**config.mk**
```make
export PLATFORM = sky130hd
export DESIGN_NAME = spi_wr_bridge
export DESIGN_NICKNAME = d
export VERILOG_FILES = /design/src/rtl/spi_wr_bridge.sv
export SDC_FILE = /design/constraint.sdc
export NUM_CORES = 1
export LEC_CHECK = 0
export ABC_AREA = 1
export CORE_MARGIN = 2
export CORE_UTILIZATION = 57
export CTS_BUF_LIST = sky130_fd_sc_hd__clkbuf_8
export DETAILED_ROUTE_END_ITERATION = 16
export PLACE_DENSITY = 0.78
export SYNTH_ARGS = -nofsm -noshare
export SYNTH_HDL_FRONTEND = slang
export SYNTH_SLANG_ARGS = --single-unit
```
**constraint.sdc**
```tcl
create_clock -name clk -period 4.4 [get_ports clk]
set_input_delay 1.32 -clock clk [delete_from_list [all_inputs] [get_ports clk]]
set_output_delay 1.32 -clock clk [all_outputs]
set_load 0.02 [all_outputs]
```
**src/rtl/spi_wr_bridge.sv**
```systemverilog
// rtl/spi_wr_bridge.sv - SPI receiver write request to register bus bridge
// Synchronises the SPI write strobe, queues requests in a FIFO, issues them as valid/ready bus writes.
module spi_wr_bridge #(
  parameter int ADDR_W      = 24,
  parameter int DATA_W      = 32,
  parameter int DEPTH       = 4,
  parameter int SYNC_STAGES = 2
) (
  input  logic                       clk,
  input  logic                       rst,
  input  logic                       wr_en_in,
  input  logic [ADDR_W-1:0]          wr_address_in,
  input  logic [DATA_W-1:0]          wr_data_in,
  output logic                       bus_valid,
  output logic [ADDR_W-1:0]          bus_addr,
  output logic [DATA_W-1:0]          bus_data,
  input  logic                       bus_ready,
  output logic [$clog2(DEPTH):0]     fifo_count,
  output logic                       overflow,
  input  logic                       overflow_clr
);

  localparam int PTR_W = $clog2(DEPTH);
  localparam int CNT_W = PTR_W + 1;

  logic [SYNC_STAGES-1:0] r_sync;
  logic                   r_prev;
  logic [PTR_W-1:0]       r_wptr;
  logic [PTR_W-1:0]       r_rptr;
  logic [CNT_W-1:0]       r_count;
  logic                   r_overflow;
  logic [ADDR_W-1:0]      r_addr_mem [DEPTH];
  logic [DATA_W-1:0]      r_data_mem [DEPTH];

  logic w_push_req;
  logic w_full;
  logic w_pop;
  logic w_push;
  logic w_drop;

  // Chain and prev reset high: a strobe already high at reset release is not a new request.
  always_ff @(posedge clk or posedge rst) begin
    if (rst) begin
      r_sync <= '1;
      r_prev <= 1'b1;
    end else begin
      r_sync <= {r_sync[SYNC_STAGES-2:0], wr_en_in};
      r_prev <= r_sync[SYNC_STAGES-1];
    end
  end

  assign w_push_req = r_sync[SYNC_STAGES-1] & ~r_prev;
  assign w_full     = (r_count == CNT_W'(DEPTH));
  assign w_pop      = bus_valid & bus_ready;
  assign w_push     = w_push_req & (~w_full | w_pop);
  assign w_drop     = w_push_req & w_full & ~w_pop;

  always_ff @(posedge clk) begin
    if (w_push) begin
      r_addr_mem[r_wptr] <= wr_address_in;
      r_data_mem[r_wptr] <= wr_data_in;
    end
  end

  always_ff @(posedge clk or posedge rst) begin
    if (rst) begin
      r_wptr     <= '0;
      r_rptr     <= '0;
      r_count    <= '0;
      r_overflow <= 1'b0;
    end else begin
      if (w_push) r_wptr <= r_wptr + 1'b1;
      if (w_pop)  r_rptr <= r_rptr + 1'b1;
      case ({w_push, w_pop})
        2'b10:   r_count <= r_count + 1'b1;
        2'b01:   r_count <= r_count - 1'b1;
        default: r_count <= r_count;
      endcase
      // A drop at the same edge as a clear keeps the flag set.
      if (w_drop)            r_overflow <= 1'b1;
      else if (overflow_clr) r_overflow <= 1'b0;
    end
  end

  assign bus_valid  = (r_count != '0);
  assign bus_addr   = bus_valid ? r_addr_mem[r_rptr] : '0;
  assign bus_data   = bus_valid ? r_data_mem[r_rptr] : '0;
  assign fifo_count = r_count;
  assign overflow   = r_overflow;

endmodule

```
==> qor.csv, run 1 <==
metric,value,unit
TritonRoute pass-1 iters,5,
DRC Markers,0,
VDD IR max,0.577,mV
DP Area,0.0107,mm^2
total grt overflow,0,
Seq cells post-synth,235,
clock buffer depth,3,
clk_skew,27.8,ps
Synth warnings,0,
Yosys cell types,27,
Post-synth EDFFs,224,
cts hold-fix bufs,0,
number of clock buffers inserted by TritonCTS,37,
setup TNS,0,ps
Syn-to-layout area delta,22.3,%
share of cells above drive strength 1,8.47,%
final setup violation count,0,
Inserted Diodes,0,
die width,132,um
H-tree depth,2,
worst slew pin tran,609,ps
mapped cell area,0.00927,mm^2
Yosys top cell area share,72.6,%
crit path from,r_rptr[0],
PwrDens,698,mW/mm^2
post-synthesis async set-or-reset flop share,4.68,%
Final Cycle Share,94.0,%
net count reported at finish,927,
CP max-delay cell,clkdlybuf4s50_1,
"Primary FF master, synth",edfxtp_1,
syn_area_per_cell,12.8,um^2
worst path arrival time,2810,ps
dominant cells by area after synthesis,"edfxtp_1 73%, nor2_1 9.4%, o21ai_1 3.4%, a21oi_1 3.1%, o21ai_0 2.7%",
CTS tree,yes,
synthesized net count,793,
vias in the first global route,6184,
post-route design area,0.0113,mm^2
slew margin rel.,59.4,%
most instantiated cells after synthesis,"233 x nor2_1, 224 x edfxtp_1, 63 x o21ai_1, 58 x a21oi_1, 50 x o21ai_0",
Worst Setup End Kind,output pin,
CP Max Fanout,60,
Final Critical Period,4130,ps
Startpoint Class,flop,
Initial Util,58.4,%
Clock transition at path regs,50,ps
Critical Setup Path Class,flop to output pin,
crit-path cells,inv_4 -> buf_12 -> o21ai_0 -> a21oi_1 -> clkdlybuf4s50_1,
hold slack final,358,ps
Final Wtd Congestion,0.750,
Core ar.,0.0159,mm^2
All-Layer GR Usage,23.1,%
max incr delay on CP,660,ps
sequential cell area fraction in the yosys report,75.6,%
Hold WC Path Type,flop to flop,
Die ar.,0.0173,mm^2
Routed Antenna Nets,0,
FILL cells,1072,
Vias/cell,5.53,
MaxCap Viol Count,0,
1st-iter DRT viols,549,
Vias,6099,
Hold Fails Final Rpt,0,
die height,132,um
Wirelength per Cell,18.2,um
DP HPWL,11700,um
HP Start,r_sync[0],
top-count cell post-synth,nor2_1,
number of port buffers,121,
CP required,3080,ps
num rows,46,
largest net degree at the start of global routing,61,
CTS root buffer,clkbuf_8,
Yosys top cell by area,edfxtp_1,
reg-to-reg startpoint,r_sync[1],
Syn Inst Count,727,
max-slew violations,0,
WL final,20100,um
I/O pin total,122,
initial antenna violation count,0,
first-pass GRT wire length,31500,um
worst-skew pair later-pin latency,510,ps
Max Fclk,0.242,GHz
RSZ-0062 raised after global routing,no,
P_leak,3.91,nW
outcome,"complete, no violations",
clk sinks,235,
-- metal layers --
layer  GRT usage [%]  part of all wire, %  vias to the layer above
met3            4.32                  6.5                       37
met2            39.7                   50                      251
met5               0                    0                        -
met4            9.36                  2.3                        0
met1            29.1                   41                     2982
li1                -                    -                     2829
-- where the power goes --
| group | leakage [nW] | internal, mW | switching (mW) |
|---|---|---|---|
| clock network | 0.373 | 0.782 | 0.774 |
| registers | 2.16 | 2.72 | 0.127 |
| logic | 1.38 | 1.40 | 2.11 |
-- through the flow --
stage	util (%)	worst slack, ps	power [mW]	instances
finish	71.4	266	7.91	1102
global route	71.4	138	8.33	1102
CTS	71.2	86.6	7.93	1101
detailed placement	67.4	654	6.36	1037
global placement	67.4	729	6.27	1037
floorplan	-	0.143	4.98	727
-- placed cells by master (no fill, tap or decap), types with 2 or more instances in the layout --
| master | synthesis | routed |
|---|---|---|
| clkdlybuf4s50_1 | 0 | 121 |
| clkinv_2 | 0 | 5 |
| o21ai_1 | 63 | 63 |
| buf_4 | 9 | 11 |
| o21ai_0 | 50 | 50 |
| dfstp_2 | 3 | 3 |
| inv_2 | 2 | 2 |
| nor2_4 | 0 | 4 |
| nand2_1 | 7 | 7 |
| ha_1 | 4 | 4 |
| nand4_1 | 2 | 2 |
| dfrtp_1 | 8 | 6 |
| nand2_2 | 2 | 2 |
| edfxtp_1 | 224 | 224 |
| xor2_1 | 3 | 3 |
| clkinv_1 | 0 | 8 |
| a21oi_1 | 58 | 58 |
| buf_12 | 0 | 6 |
| nor2_1 | 233 | 229 |
| inv_1 | 16 | 30 |
| nand3_1 | 4 | 4 |
| clkbuf_8 | 0 | 37 |
-- layout make-up --
type                    count  area, um^2  area share [%]
flip-flops and latches    235        7010            61.8
repair buffers            138        1410            12.5
well taps                 216         270            2.38
clock buffers              37         509            4.49
inverters                  19        73.8           0.651
clock inverters            27         108           0.949
multi-input cells         430        1950            17.2
-- final timing paths --
path / to / slack, ps / depth (start not counted)
max: bus_data[9] / 270 / 5
min: r_sync[1] / 360 / 0
max reg2reg: r_data_mem[1][20] / 1990 / 5
min reg2reg: r_sync[1] / 360 / 0
max in group asynchronous: r_rptr[0] / 2940 / 2
min in group asynchronous: overflow / 1110 / 2
-- worst max-delay path, delay by kind of cell (launching register included) --
family	cells	cell delay [ps]
buf+inv	3	1180
flops	1	640
compound gates	2	420
-- registers in the layout, summed over array words and instances (netlist names) --
name,cells
fifo_count,3
overflow,1
r_addr_mem,96
r_data_mem,128
r_prev,1
r_rptr,2
r_sync,2
r_wptr,2
-- cell families after synthesis --
family / synth area share, %
AO/OA/AOI/OAI: 9.30
AND/OR/NAND/NOR: 10.4
buffers and inverters: 3.71
XOR/XNOR: 0.283
flip-flops: 75.6
adder cells (fa/ha/maj): 0.756
-- timing repair --
item	4_1_cts	5_1_grt
setup buffers	0	1
endpoints found under the hold margin	0	0
setup endpoints to repair	0	8
resized for setup	0	0
Note: power is estimated with default switching activity, not from simulation.
==> run 2: changes to the inputs <==
--- a/config.mk
+++ b/config.mk
@@ -5,7 +5,8 @@
 export SDC_FILE = /design/constraint.sdc
 export NUM_CORES = 1
 export LEC_CHECK = 0
-export ABC_AREA = 1
+export ABC_AREA = 0
+export CAP_MARGIN = 10
 export CORE_MARGIN = 2
 export CORE_UTILIZATION = 57
 export CTS_BUF_LIST = sky130_fd_sc_hd__clkbuf_8
==> qor.csv, run 2 <==
metric,value,unit
synthesized net count,482,
post-route design area,0.0112,mm^2
Hold WC Path Type,flop to flop,
busiest metal layer after global routing,met2,
Syn Inst Count,416,
Final Cycle Share,92.3,%
PwrDens,653,mW/mm^2
R2R Path End,fifo_count[2],
RSZ-0062 raised after global routing,no,
post-synthesis async set-or-reset flop share,4.68,%
met2 GRT Util,34.3,%
Startpoint Class,flop,
WL final,16300,um
DRC Markers,0,
1st-iter DRT viols,315,
VDD IR max,0.498,mV
Hold Fails Final Rpt,0,
number of port buffers,121,
CP max-delay cell,or3_2,
Final Wtd Congestion,0.730,
final setup violation count,0,
max-slew violations,0,
initial antenna violation count,1,
Yosys top cell area share,74.0,%
Die ar.,0.0170,mm^2
sequential cell area fraction in the yosys report,77.1,%
most flop-heavy register,r_data_mem,
mapped cell area,0.00909,mm^2
CTS-repair resized insts,0,
dpl ws,767,ps
Hold Path Stages,0,
All-Layer GR Usage,20.3,%
top-count cell post-synth,edfxtp_1,
P_leak,3.71,nW
Seq cells post-synth,235,
Critical Setup Path Class,flop to output pin,
"commonest non-fill, non-tap cell in the layout",edfxtp_1,
Wirelength per Cell,20.1,um
HP Start,r_sync[0],
net count reported at finish,633,
Yosys top cell by area,edfxtp_1,
Post-synth EDFFs,224,
setup bufs post-CTS,0,
MaxCap Viol Count,0,
number of clock buffers inserted by TritonCTS,38,
fin util,71.2,%
DP HPWL,9710,um
Syn-to-layout area delta,23.2,%
FILL cells,957,
CTS tree,yes,
Routed Antenna Nets,0,
Initial Util,57.8,%
worst-skew pair later-pin latency,530,ps
worst slew pin tran,930,ps
reg2reg setup slack,1520,ps
H-tree depth,2,
clock buffer depth,3,
worst path arrival time,2740,ps
"Primary FF master, synth",edfxtp_1,
cell count after placement,743,
Vias/cell,5.48,
CTS root buffer,clkbuf_8,
die height,130,um
clk_skew,22.2,ps
Vias,4430,
Hold Path Sink,r_sync[1],
Inserted Diodes,0,
Final Critical Period,4060,ps
"non-filler cells, final",809,
Worst Setup End Kind,output pin,
Core ar.,0.0157,mm^2
slew margin rel.,38.0,%
outcome,"complete, no violations",
most instantiated cells after synthesis,"224 x edfxtp_1, 60 x and2_1, 56 x mux4_2, 10 x clkbuf_1, 8 x dfrtp_1",
CP Max Fanout,60,
crit-path cells,or3_2 -> and2_1 -> clkdlybuf4s50_1,
setup ws final,338,ps
TritonRoute pass-1 iters,4,
Max Fclk,0.246,GHz
clk sinks,235,
Tot Pwr,7.31,mW
reg-to-reg startpoint,fifo_count[2],
vias in the first global route,4789,
max incr delay on CP,920,ps
total grt overflow,0,
largest net degree at the start of global routing,61,
num rows,46,
Clock transition at path regs,60,ps
dominant cells by area after synthesis,"edfxtp_1 74%, mux4_2 14%, and2_1 4.1%, dfrtp_1 2.2%, dfstp_2 0.87%",
setup TNS,0,ps
met3 Usage GRT,6.19,%
hold slack final,364,ps
syn_area_per_cell,21.8,um^2
met1 Use GR,25.3,%
CP required,3080,ps
die width,130,um
cts hold-fix bufs,0,
max FFs per register,128,
DP Area,0.0105,mm^2
Yosys cell types,28,
first-pass GRT wire length,25300,um
most frequent cells in the layout,"224 x edfxtp_1, 121 x clkdlybuf4s50_1, 56 x mux4_2, 56 x and2_1, 41 x clkbuf_8",
I/O pin total,122,
R2R cell count,5,
share of cells above drive strength 1,21.1,%
Synth warnings,0,
## run 2: layout make-up
| cell class | instances | area (um^2) | area share (%) |
|---|---|---|---|
| sequential | 235 | 7010 | 62.6 |
| multi-input combinational | 152 | 1900 | 17.0 |
| timing repair buffer | 133 | 1310 | 11.7 |
| clock buffer | 41 | 564 | 5.04 |
| tap | 216 | 270 | 2.41 |
| clock inverter | 25 | 104 | 0.928 |
| inverter | 7 | 26.3 | 0.235 |
## run 2: kinds of logic after synthesis
group	share of synthesized area (%)
mux	13.9
xor+xnor	0.482
simple gates	5.01
buf+inv	2.01
compound gates	0.744
flops	77.1
fa+ha+maj	0.771
## run 2: worst max path at each step
stage / startpoint / endpoint / slack, ps
floorplan: bus_ready / r_addr_mem[0][0] / 580
finish: fifo_count[0] / bus_data[0] / 340
global route: fifo_count[0] / bus_data[0] / 160
global placement: bus_ready / r_data_mem[0][14] / 810
detailed placement: bus_ready / r_data_mem[0][15] / 770
CTS: fifo_count[0] / bus_data[0] / 250
## run 2: power breakdown
group	switching [mW]	leakage, nW	internal [mW]
clock network	0.784	0.378	0.856
logic	1.39	1.17	1.46
registers	0.102	2.16	2.72
## run 2: metal layers
| layer | vias up | wire (um) | part of all wire, % |
|---|---|---|---|
| li1 | 1980 | - | - |
| met1 | 2247 | 6340 | 39 |
| met2 | 172 | 8470 | 52 |
| met3 | 29 | 1150 | 7.1 |
| met4 | 2 | 309 | 1.9 |
| met5 | - | 11 | 0.068 |
## run 2: worst max-delay path, delay by kind of cell, from the launching register on
| family | cells | cell delay [ps] |
|---|---|---|
| flip-flops | 1 | 430 |
| AND/OR/NAND/NOR | 2 | 1240 |
| buffers and inverters | 1 | 550 |
==> run 3: changes to the inputs <==
--- a/config.mk
+++ b/config.mk
@@ -11,6 +11,7 @@
 export CORE_UTILIZATION = 57
 export CTS_BUF_LIST = sky130_fd_sc_hd__clkbuf_8
 export DETAILED_ROUTE_END_ITERATION = 16
+export MAX_ROUTING_LAYER = met4
 export PLACE_DENSITY = 0.78
 export SYNTH_ARGS = -nofsm -noshare
 export SYNTH_HDL_FRONTEND = slang
==> qor.csv, run 3 (synthesized netlist as in run 2, its figures left out) <==
metric,value,unit
clk sinks,235,
Wirelength per Cell,20.1,um
first-pass GRT wire length,25300,um
Core ar.,0.0157,mm^2
vias in the first global route,4786,
post-route design area,0.0112,mm^2
num rows,46,
P_leak,3.71,nW
I/O pin total,122,
final setup violation count,0,
Critical Setup Path Class,flop to output pin,
clk_skew,20.4,ps
Metal-1 WL,6370,um
DP HPWL,9710,um
met2 wire length,8470,um
CTS root buffer,clkbuf_8,
All-Layer GR Usage,20.9,%
slew margin rel.,38.7,%
net count reported at finish,633,
Final Critical Period,4070,ps
number of clock buffers inserted by TritonCTS,38,
DP Area,0.0105,mm^2
CTS-repair resized insts,0,
DRC Markers,0,
"commonest non-fill, non-tap cell in the layout",edfxtp_1,
number of port buffers,121,
setup bufs post-CTS,0,
Tot Pwr,7.31,mW
WL final,16200,um
Hold Fails Final Rpt,0,
MaxCap Viol Count,0,
Vias/cell,5.47,
Max Used Layer,met4,
worst slew pin tran,919,ps
TritonRoute pass-1 iters,5,
Routed Antenna Nets,0,
Initial Util,57.8,%
max FFs per register,128,
Worst Setup End Kind,output pin,
VDD IR max,0.499,mV
die width,130,um
CP required,3080,ps
Vias,4433,
max-slew violations,0,
Clock transition at path regs,60,ps
worst-skew pair later-pin latency,520,ps
fin util,71.3,%
CP Max Fanout,60,
outcome,"complete, no violations",
clock buffer depth,3,
Hold WC Path Type,flop to flop,
met3 WL,1120,um
CTS tree,yes,
Syn-to-layout area delta,23.2,%
1st-iter DRT viols,301,
die height,130,um
share of cells above drive strength 1,21.1,%
most flop-heavy register,r_data_mem,
PwrDens,653,mW/mm^2
worst path arrival time,2750,ps
largest net degree at the start of global routing,61,
setup TNS,0,ps
cts hold-fix bufs,0,
Startpoint Class,flop,
Final Cycle Share,92.4,%
RSZ-0062 raised after global routing,no,
most frequent cells in the layout,"224 x edfxtp_1, 121 x clkdlybuf4s50_1, 56 x mux4_2, 56 x and2_1, 41 x clkbuf_8",
Max Fclk,0.246,GHz
initial antenna violation count,1,
Final Wtd Congestion,0.739,
H-tree depth,2,
Die ar.,0.0170,mm^2
total grt overflow,0,
run 3: cell count changes in the layout (fill, tap and decap cells not counted), sizes merged:
| cell | before | now |
|---|---|---|
| diode | 0 | 1 |
run 3: worst paths after layout:
check                              startpoint       endpoint  slack, ps  cells past startpoint
max in group asynchronous                 rst      r_rptr[0]       2960                      2
worst min register to register      r_sync[0]      r_sync[1]        360                      0
min in group asynchronous                 rst       overflow       1110                      2
worst max-delay path            fifo_count[1]    bus_data[0]        330                      3
worst min-delay path                r_sync[0]      r_sync[1]        360                      0
worst max register to register  fifo_count[2]  fifo_count[2]       1530                      5
run 3: per-stage QoR:
| step | cells | hold slack (ps) | worst slack (ps) |
|---|---|---|---|
| after global placement | 743 | 346 | 810 |
| after global routing | 810 | 369 | 160 |
| after CTS | 809 | 367 | 252 |
| after detailed placement | 743 | 359 | 767 |
| after floorplan | 416 | 345 | 584 |
| final | 810 | 364 | 334 |
run 3: layer usage:
| layer | vias up | GRT usage (%) |
|---|---|---|
| li1 | 1983 | - |
| met1 | 2260 | 25.5 |
| met2 | 164 | 34.3 |
| met3 | 26 | 5.90 |
| met4 | 0 | 7.02 |
| met5 | - | - |
run 3: power by group:
group | total, mW | switching, mW | internal, mW
Sequential | 2.82 | 0.102 | 2.72
Combinational | 2.85 | 1.39 | 1.46
Clock | 1.64 | 0.784 | 0.856
Total | 7.31 | 2.28 | 5.03
run 3: final cells by class:
cell class	count	area, um^2
flip-flops and latches	235	7010
clock inverters	25	104
well taps	216	270
inverters	7	26.3
clock buffers	41	564
repair buffers	133	1310
fillers	956	4520
diodes	1	2.50
multi-input cells	152	1900
run 3: worst max-delay path, stage by stage (launching register included):
cell             delay (ps)
dfrtp_1                 450
or3_2                   900
and2_1                  320
clkdlybuf4s50_1         550
